[src/rtl/mult_pkg.sv]
// mult_pkg -- shared types and constants for the add-shift multiplier.
//   state_t    : controller states (IDLE, ADD, SHIFT, HOLD)
//   WIDTH      : operand width (8)
//   ITERATIONS : add/shift iterations per multiply (8)
//   extend9    : widens an operand to WIDTH+1 bits, sign- or zero-extended
package mult_pkg;

    localparam int WIDTH      = 8;
    localparam int ITERATIONS = 8;

    typedef enum logic [1:0] {
        ST_IDLE  = 2'd0,
        ST_ADD   = 2'd1,
        ST_SHIFT = 2'd2,
        ST_HOLD  = 2'd3
    } state_t;

    function automatic logic [WIDTH:0] extend9(input logic [WIDTH-1:0] v,
                                               input logic sign_mode);
        return {sign_mode & v[WIDTH-1], v};
    endfunction

endpackage

[src/rtl/lookahead_adder9.sv]
// lookahead_adder9 -- 9-bit adder built from two 4-bit carry-lookahead
// groups plus a single top bit. The group carries are themselves
// computed by lookahead from the group generate/propagate terms.
// Ports:
//   a, b  in  9  addends
//   cin   in  1  carry-in (set with an inverted b to subtract)
//   sum   out 9  a + b + cin, carry-out of bit 8 dropped
module lookahead_adder9
    import mult_pkg::*;
(
    input  logic [WIDTH:0] a,
    input  logic [WIDTH:0] b,
    input  logic           cin,
    output logic [WIDTH:0] sum
);

    // Returns {group_generate, group_propagate, sum[3:0]}.
    function automatic logic [5:0] cla4(input logic [3:0] x,
                                        input logic [3:0] y,
                                        input logic       c0);
        logic [3:0] g;
        logic [3:0] p;
        logic [3:0] c;
        logic       gg;
        logic       pg;
        g    = x & y;
        p    = x ^ y;
        c[0] = c0;
        c[1] = g[0] | (p[0] & c0);
        c[2] = g[1] | (p[1] & g[0]) | (p[1] & p[0] & c0);
        c[3] = g[2] | (p[2] & g[1]) | (p[2] & p[1] & g[0]) | (p[2] & p[1] & p[0] & c0);
        gg   = g[3] | (p[3] & g[2]) | (p[3] & p[2] & g[1]) | (p[3] & p[2] & p[1] & g[0]);
        pg   = &p;
        return {gg, pg, p ^ c};
    endfunction

    logic [5:0] grp0;
    logic [5:0] grp1;
    logic       c4;
    logic       c8;

    assign grp0 = cla4(a[3:0], b[3:0], cin);
    assign c4   = grp0[5] | (grp0[4] & cin);
    assign grp1 = cla4(a[7:4], b[7:4], c4);
    assign c8   = grp1[5] | (grp1[4] & grp0[5]) | (grp1[4] & grp0[4] & cin);
    assign sum  = {a[8] ^ b[8] ^ c8, grp1[3:0], grp0[3:0]};

endmodule

[src/rtl/addshift_mult8.sv]
// addshift_mult8 -- sequential 8x8 add-shift multiplier, one bit of the
// multiplier (B[0]) consumed per ADD/SHIFT pair, 16 busy cycles total.
// Product ends up in {A,B}; X is the extension bit above A.
// Build option: define MULT_SIGNED_EN for a two's-complement multiply
// (sign-extended adds, subtract on the last iteration, arithmetic shift);
// leave it undefined for an unsigned multiply (X = carry-out, logical shift).
// Ports:
//   Clk           in   1  clock, rising edge
//   Reset         in   1  asynchronous, active-high
//   Run           in   1  rising edge starts a multiply (IDLE only)
//   ClearA_LoadB  in   1  in IDLE: A<=0, X<=0, B<=S (wins over Run)
//   S             in   8  multiplicand and B-load source
//   Aval          out  8  register A (upper product byte)
//   Bval          out  8  register B (multiplier / lower product byte)
//   Xval          out  1  extension bit X
//   Busy          out  1  high in ADD and SHIFT
//   Done          out  1  high in HOLD
//   state_dbg     out  2  current controller state (state_t encoding)
//
// Handshake: Run is a level; a start is a 0->1 transition seen in IDLE.
// The result is held with Done=1 until Run returns low, which releases
// the block back to IDLE.
module addshift_mult8
    import mult_pkg::*;
(
    input  logic             Clk,
    input  logic             Reset,
    input  logic             Run,
    input  logic             ClearA_LoadB,
    input  logic [WIDTH-1:0] S,
    output logic [WIDTH-1:0] Aval,
    output logic [WIDTH-1:0] Bval,
    output logic             Xval,
    output logic             Busy,
    output logic             Done,
    output logic [1:0]       state_dbg
);

`ifdef MULT_SIGNED_EN
    localparam logic SIGN_MODE = 1'b1;
`else
    localparam logic SIGN_MODE = 1'b0;
`endif

    state_t           state, state_n;
    logic [WIDTH-1:0] a_q, a_n;
    logic [WIDTH-1:0] b_q, b_n;
    logic             x_q, x_n;
    logic [2:0]       cnt_q, cnt_n;
    logic             run_q;
    logic             run_armed;
    logic             run_rise;
    logic             last_iter;
    logic             subtract;
    logic [WIDTH:0]   add_a;
    logic [WIDTH:0]   add_b;
    logic [WIDTH:0]   add_sum;

    // run_armed stays low after reset until Run has been seen low, so a
    // Run level held through reset cannot masquerade as a fresh edge.
    assign run_rise  = Run & ~run_q & run_armed;
    assign last_iter = (cnt_q == 3'(ITERATIONS - 1));
    // The sign bit of a two's-complement multiplier has negative weight,
    // so its partial product is subtracted.
    assign subtract  = SIGN_MODE & last_iter;
    assign add_a     = extend9(a_q, SIGN_MODE);
    assign add_b     = subtract ? ~extend9(S, SIGN_MODE) : extend9(S, SIGN_MODE);

    lookahead_adder9 u_adder (
        .a   (add_a),
        .b   (add_b),
        .cin (subtract),
        .sum (add_sum)
    );

    always_ff @(posedge Clk or posedge Reset) begin
        if (Reset) begin
            state <= ST_IDLE;
        end else begin
            state <= state_n;
        end
    end

    always_ff @(posedge Clk or posedge Reset) begin
        if (Reset) begin
            a_q       <= '0;
            b_q       <= '0;
            x_q       <= 1'b0;
            cnt_q     <= '0;
            run_q     <= 1'b0;
            run_armed <= 1'b0;
        end else begin
            a_q   <= a_n;
            b_q   <= b_n;
            x_q   <= x_n;
            cnt_q <= cnt_n;
            run_q <= Run;
            if (!Run) begin
                run_armed <= 1'b1;
            end
        end
    end

    always_comb begin
        state_n = state;
        a_n     = a_q;
        b_n     = b_q;
        x_n     = x_q;
        cnt_n   = cnt_q;
        case (state)
            ST_IDLE: begin
                if (ClearA_LoadB) begin
                    a_n = '0;
                    x_n = 1'b0;
                    b_n = S;
                end else if (run_rise) begin
                    state_n = ST_ADD;
                    a_n     = '0;
                    x_n     = 1'b0;
                    cnt_n   = '0;
                end
            end
            ST_ADD: begin
                state_n = ST_SHIFT;
                if (b_q[0]) begin
                    {x_n, a_n} = add_sum;
                end else begin
                    x_n = SIGN_MODE & a_q[WIDTH-1];
                end
            end
            ST_SHIFT: begin
                {x_n, a_n, b_n} = {SIGN_MODE & x_q, x_q, a_q, b_q[WIDTH-1:1]};
                cnt_n           = cnt_q + 3'd1;
                state_n         = last_iter ? ST_HOLD : ST_ADD;
            end
            ST_HOLD: begin
                if (!Run) begin
                    state_n = ST_IDLE;
                end
            end
            default: begin
                state_n = ST_IDLE;
            end
        endcase
    end

    assign Aval      = a_q;
    assign Bval      = b_q;
    assign Xval      = x_q;
    assign Busy      = (state == ST_ADD) || (state == ST_SHIFT);
    assign Done      = (state == ST_HOLD);
    assign state_dbg = state;

endmodule
[config.mk]
export PLATFORM = sky130hd
export DESIGN_NAME = addshift_mult8
export DESIGN_NICKNAME = d
export VERILOG_FILES = /design/src/rtl/mult_pkg.sv /design/src/rtl/lookahead_adder9.sv /design/src/rtl/addshift_mult8.sv
export SDC_FILE = /design/constraint.sdc
export NUM_CORES = 1
export LEC_CHECK = 0
export CAP_MARGIN = 20
export CORE_AREA = 5 5 89 91
export DETAILED_ROUTE_END_ITERATION = 10
export DIE_AREA = 0 0 94 96
export GPL_TIMING_DRIVEN = 0
export PLACE_DENSITY = 0.52
export SYNTH_ARGS = -nofsm -noshare
export SYNTH_HDL_FRONTEND = slang
export SYNTH_HIERARCHICAL = 1
export SYNTH_SLANG_ARGS = --single-unit
[constraint.sdc]
create_clock -name Clk -period 2.5 [get_ports Clk]
set_input_delay 0.375 -clock Clk [delete_from_list [all_inputs] [get_ports Clk]]
set_output_delay 0.375 -clock Clk [all_outputs]
set_load 0.01 [all_outputs]
==> flow_summary.ini <==
[sta]
fmax_ghz = 0.4166
period_minus_slack_ps = 2400
timing_hold_violations_final = 0
worst_slew_margin_rel_pct = 63.82
finalClockSkew_ps = 3.180
drv_slew = 0
setup-violations-final = 0
max_slew.worst_pin.slew_ps = 542.7
timing.final.crit_share_pct = 96.01
grt_setup_unrepaired = no

[logic_synthesis]
yosys_most_used_dff = sky130_fd_sc_hd__dfrtp_1
synthesis.area_um2 = 1705
ffs_w_async_s_r_synth_pct = 100.0
yosysWarningCount = 6
synth.top_cells.by_area = sky130_fd_sc_hd__dfrtp_1 (35%), sky130_fd_sc_hd__ha_1 (12%), sky130_fd_sc_hd__mux2_2 (6.6%)
synth_cell_types = 45
synth_enable_flop_cells = 0
synth_top_area_share_pct = 35.22
synthCells = 162
synth_area_per_cell_um2 = 10.53
yosysTopAreaCell = sky130_fd_sc_hd__dfrtp_1
seq_area_frac_synth_pct = 35.22
synthesized_flop_and_latch_total = 24

[worst_setup_path]
worstPathArrival_ps = 2560
crit_path_cell_trace = clkdlybuf4s50_1 -> ha_1 -> o21ai_4 -> o21bai_2 -> a21o_1 -> fa_1 -> xor2_1 -> a22oi_1 -> nor2b_1 -> mux2_2
cp-end-kind = register
cpPeakStageDelay_ps = 450
cpLargestDelayFamily = adder cells
cp-start-kind = primary input
path_class = primary input to register
critical_path.n_buffers_inverters = 1
crit_path_max_fanout = 3
standard_cell_with_the_maximum_stage_delay_on_the_critical_path = sky130_fd_sc_hd__clkdlybuf4s50_1
timing.critical_path.required_ps = 2660

[pwr]
peakVddDrop_v = 0.0003554
power_mw = 2.413
cellLeakagePower_nw = 1.017
power_density_nw_per_um2 = 1047

[place]
placedCellCount = 297
gp_congestion = 0.7421
port_buffers = 32
hpwlAfterDp_mm = 3.268

[global_routing]
grt_antenna_before_repair = 0
grt_max_degree = 25
grt-ovfl-total = 0
grt_usage_pct = 10.13
grt_pass1_wl_mm = 7.293
grt_pass1_vias = 1441

[floorplan]
floorplan.core_area_um2 = 7059
floorplan.die_area_um2 = 9024
horizontal_die_dimension_um = 94
initial_core_util_pct = 24.16
num_rows = 31
die_height_um = 96
io_pins = 33

[cts]
post-cts-setup-buffer-count = 0
cts_bufs_inserted = 3
clock-root-buffer = sky130_fd_sc_hd__clkbuf_8
cts.sinks = 24
ctsHtreeMaxLevel = 1
clock_path_buffers = 2
clk-insertion-delay-late_ps = 270
cts.reportedPaths.clkPinSlew_ps = 90
cts_hold_buf = 0
cts_tree = built

[detailed_routing]
vias_per_cell = 4.623
drc = 0
first_pass_iters = 4
post_drt_wl_per_cell_um = 14.44
initial_drt_markers = 103
wl_mm = 4.361
detailroute.via_count = 1396
ant_nets = 0

[job]
cap_violations = 0

[cells_and_area]
diodes = 0
final_core_util_pct = 32.65
layout-drive-gt1-share_pct = 14.29
nets = 235
area_growth_syn_to_layout_pct = 35.14
instances_no_fill = 302

[outcome]
status = complete, no violations

[worst_hold_path]
holdCritPathClass = primary input to async pin
power by group:
group / switching, mW / total, mW / internal, mW
combinational: 0.677 / 1.42 / 0.738
sequential: 0.134 / 0.646 / 0.512
clock: 0.138 / 0.352 / 0.214
logic make-up after synthesis:
| family | Yosys count | synth area share [%] |
|---|---|---|
| xor gates and xnor gates | 7 | 3.595 |
| DFF | 24 | 35.22 |
| other | 1 | 0.2199 |
| adders and majority gates | 19 | 14.82 |
| muxes | 11 | 7.190 |
| buffers and inverters | 15 | 3.448 |
| AOI/OAI and AO/OA | 44 | 21.13 |
| and+or+nand+nor | 41 | 14.38 |
synth_stat cells (2+ instances only):
cell                       number
sky130_fd_sc_hd__or3_1          2
sky130_fd_sc_hd__xnor2_1        3
sky130_fd_sc_hd__a22oi_1        8
sky130_fd_sc_hd__a21o_1         2
sky130_fd_sc_hd__a221o_1        7
sky130_fd_sc_hd__inv_1         10
sky130_fd_sc_hd__a221oi_1       2
sky130_fd_sc_hd__nand3_1        5
sky130_fd_sc_hd__xor2_1         4
sky130_fd_sc_hd__nand2_1        3
sky130_fd_sc_hd__a21oi_1        9
sky130_fd_sc_hd__nor3b_1        4
sky130_fd_sc_hd__mux2_2        10
sky130_fd_sc_hd__a222oi_1       2
sky130_fd_sc_hd__ha_1          17
sky130_fd_sc_hd__a211oi_1       2
sky130_fd_sc_hd__nand2b_1       4
sky130_fd_sc_hd__nor2_1         4
sky130_fd_sc_hd__fa_1           2
sky130_fd_sc_hd__nor2b_1       10
sky130_fd_sc_hd__a22o_1         2
sky130_fd_sc_hd__clkbuf_1       3
sky130_fd_sc_hd__buf_2          2
sky130_fd_sc_hd__dfrtp_1       24
path summary, 6_finish.rpt:
path                           start        end  slack [ps]  depth (start not counted)
min in group Clk           run_armed  run_armed         500                          1
min                            Reset   cnt_q[0]         270                          2
max reg2reg                  Aval[0]    Aval[5]         130                          9
max in group asynchronous      Reset    Aval[5]        1880                          3
max                             S[2]    Aval[5]         100                         10
min reg2reg                run_armed  run_armed         500                          1
per-layer routing:
metal	vias up	track usage (%)	part of all wire, %
li1	681	-	-
met1	688	13.35	47
met2	25	16.79	47
met3	2	2.815	4.5
met4	0	1.805	0.57
met5	-	0	0
worst reg2reg max path: stages (launching register included):
cell and delay, ps:
sky130_fd_sc_hd__dfrtp_1 460, sky130_fd_sc_hd__ha_1 270, sky130_fd_sc_hd__a211oi_4 200, sky130_fd_sc_hd__o21bai_2 130, sky130_fd_sc_hd__a21o_1 200, sky130_fd_sc_hd__fa_1 370
sky130_fd_sc_hd__xor2_1 170, sky130_fd_sc_hd__a22oi_1 140, sky130_fd_sc_hd__nor2b_1 60, sky130_fd_sc_hd__mux2_2 250
placed cells by master (no fill, tap or decap), drive strengths merged, types with 2 or more instances in the layout:
master         count
mux2              10
nand2              3
nor3b              4
a221o              8
conb               5
clkbuf             6
or3                2
clkdlybuf4s50     30
nand3              5
dfrtp             24
and3               2
a21oi              9
a22o               2
and2               2
ha                17
nor2               4
a221oi             3
xor2               4
xnor2              3
a211oi             2
buf                3
a222oi             2
a21o               3
nand2b             4
fa                 2
inv               10
a22oi              8
nor2b             10
flip-flops by register name (all words and copies together) (netlist names):
signal,cells
run_armed,1
Xval,1
run_q,1
cnt_q,3
state_dbg,2
Aval,8
Bval,8
layout make-up:
cell class | count | area [µm²]
Tap cell | 99 | 123.9
Buffer | 5 | 21.27
Multi-Input combinational cell | 127 | 1101
Clock inverter | 1 | 30.03
Sequential cell | 24 | 600.6
Timing Repair Buffer | 33 | 349.1
Clock buffer | 3 | 41.29
Inverter | 10 | 37.54
Fill cell | 755 | 4755
stage by stage:
stage	TNS, ps	worst slack (ps)	area, µm²	hold WS [ps]
floorplan	0	161.6	1720	389.6
global placement	-916.7	-393.1	2165	468.9
detailed placement	-976.4	-425.5	2165	485.4
CTS	0	33.15	2247	511.9
global route	0	4.824	2305	271.3
finish	0	99.73	2305	274.5
timing repair:
action | CTS | global route
gates resized for setup | 5 | 5
pin swaps | 1 | 1
setup endpoints to repair | 2 | 1
Power figures use the tool's default switching activity.
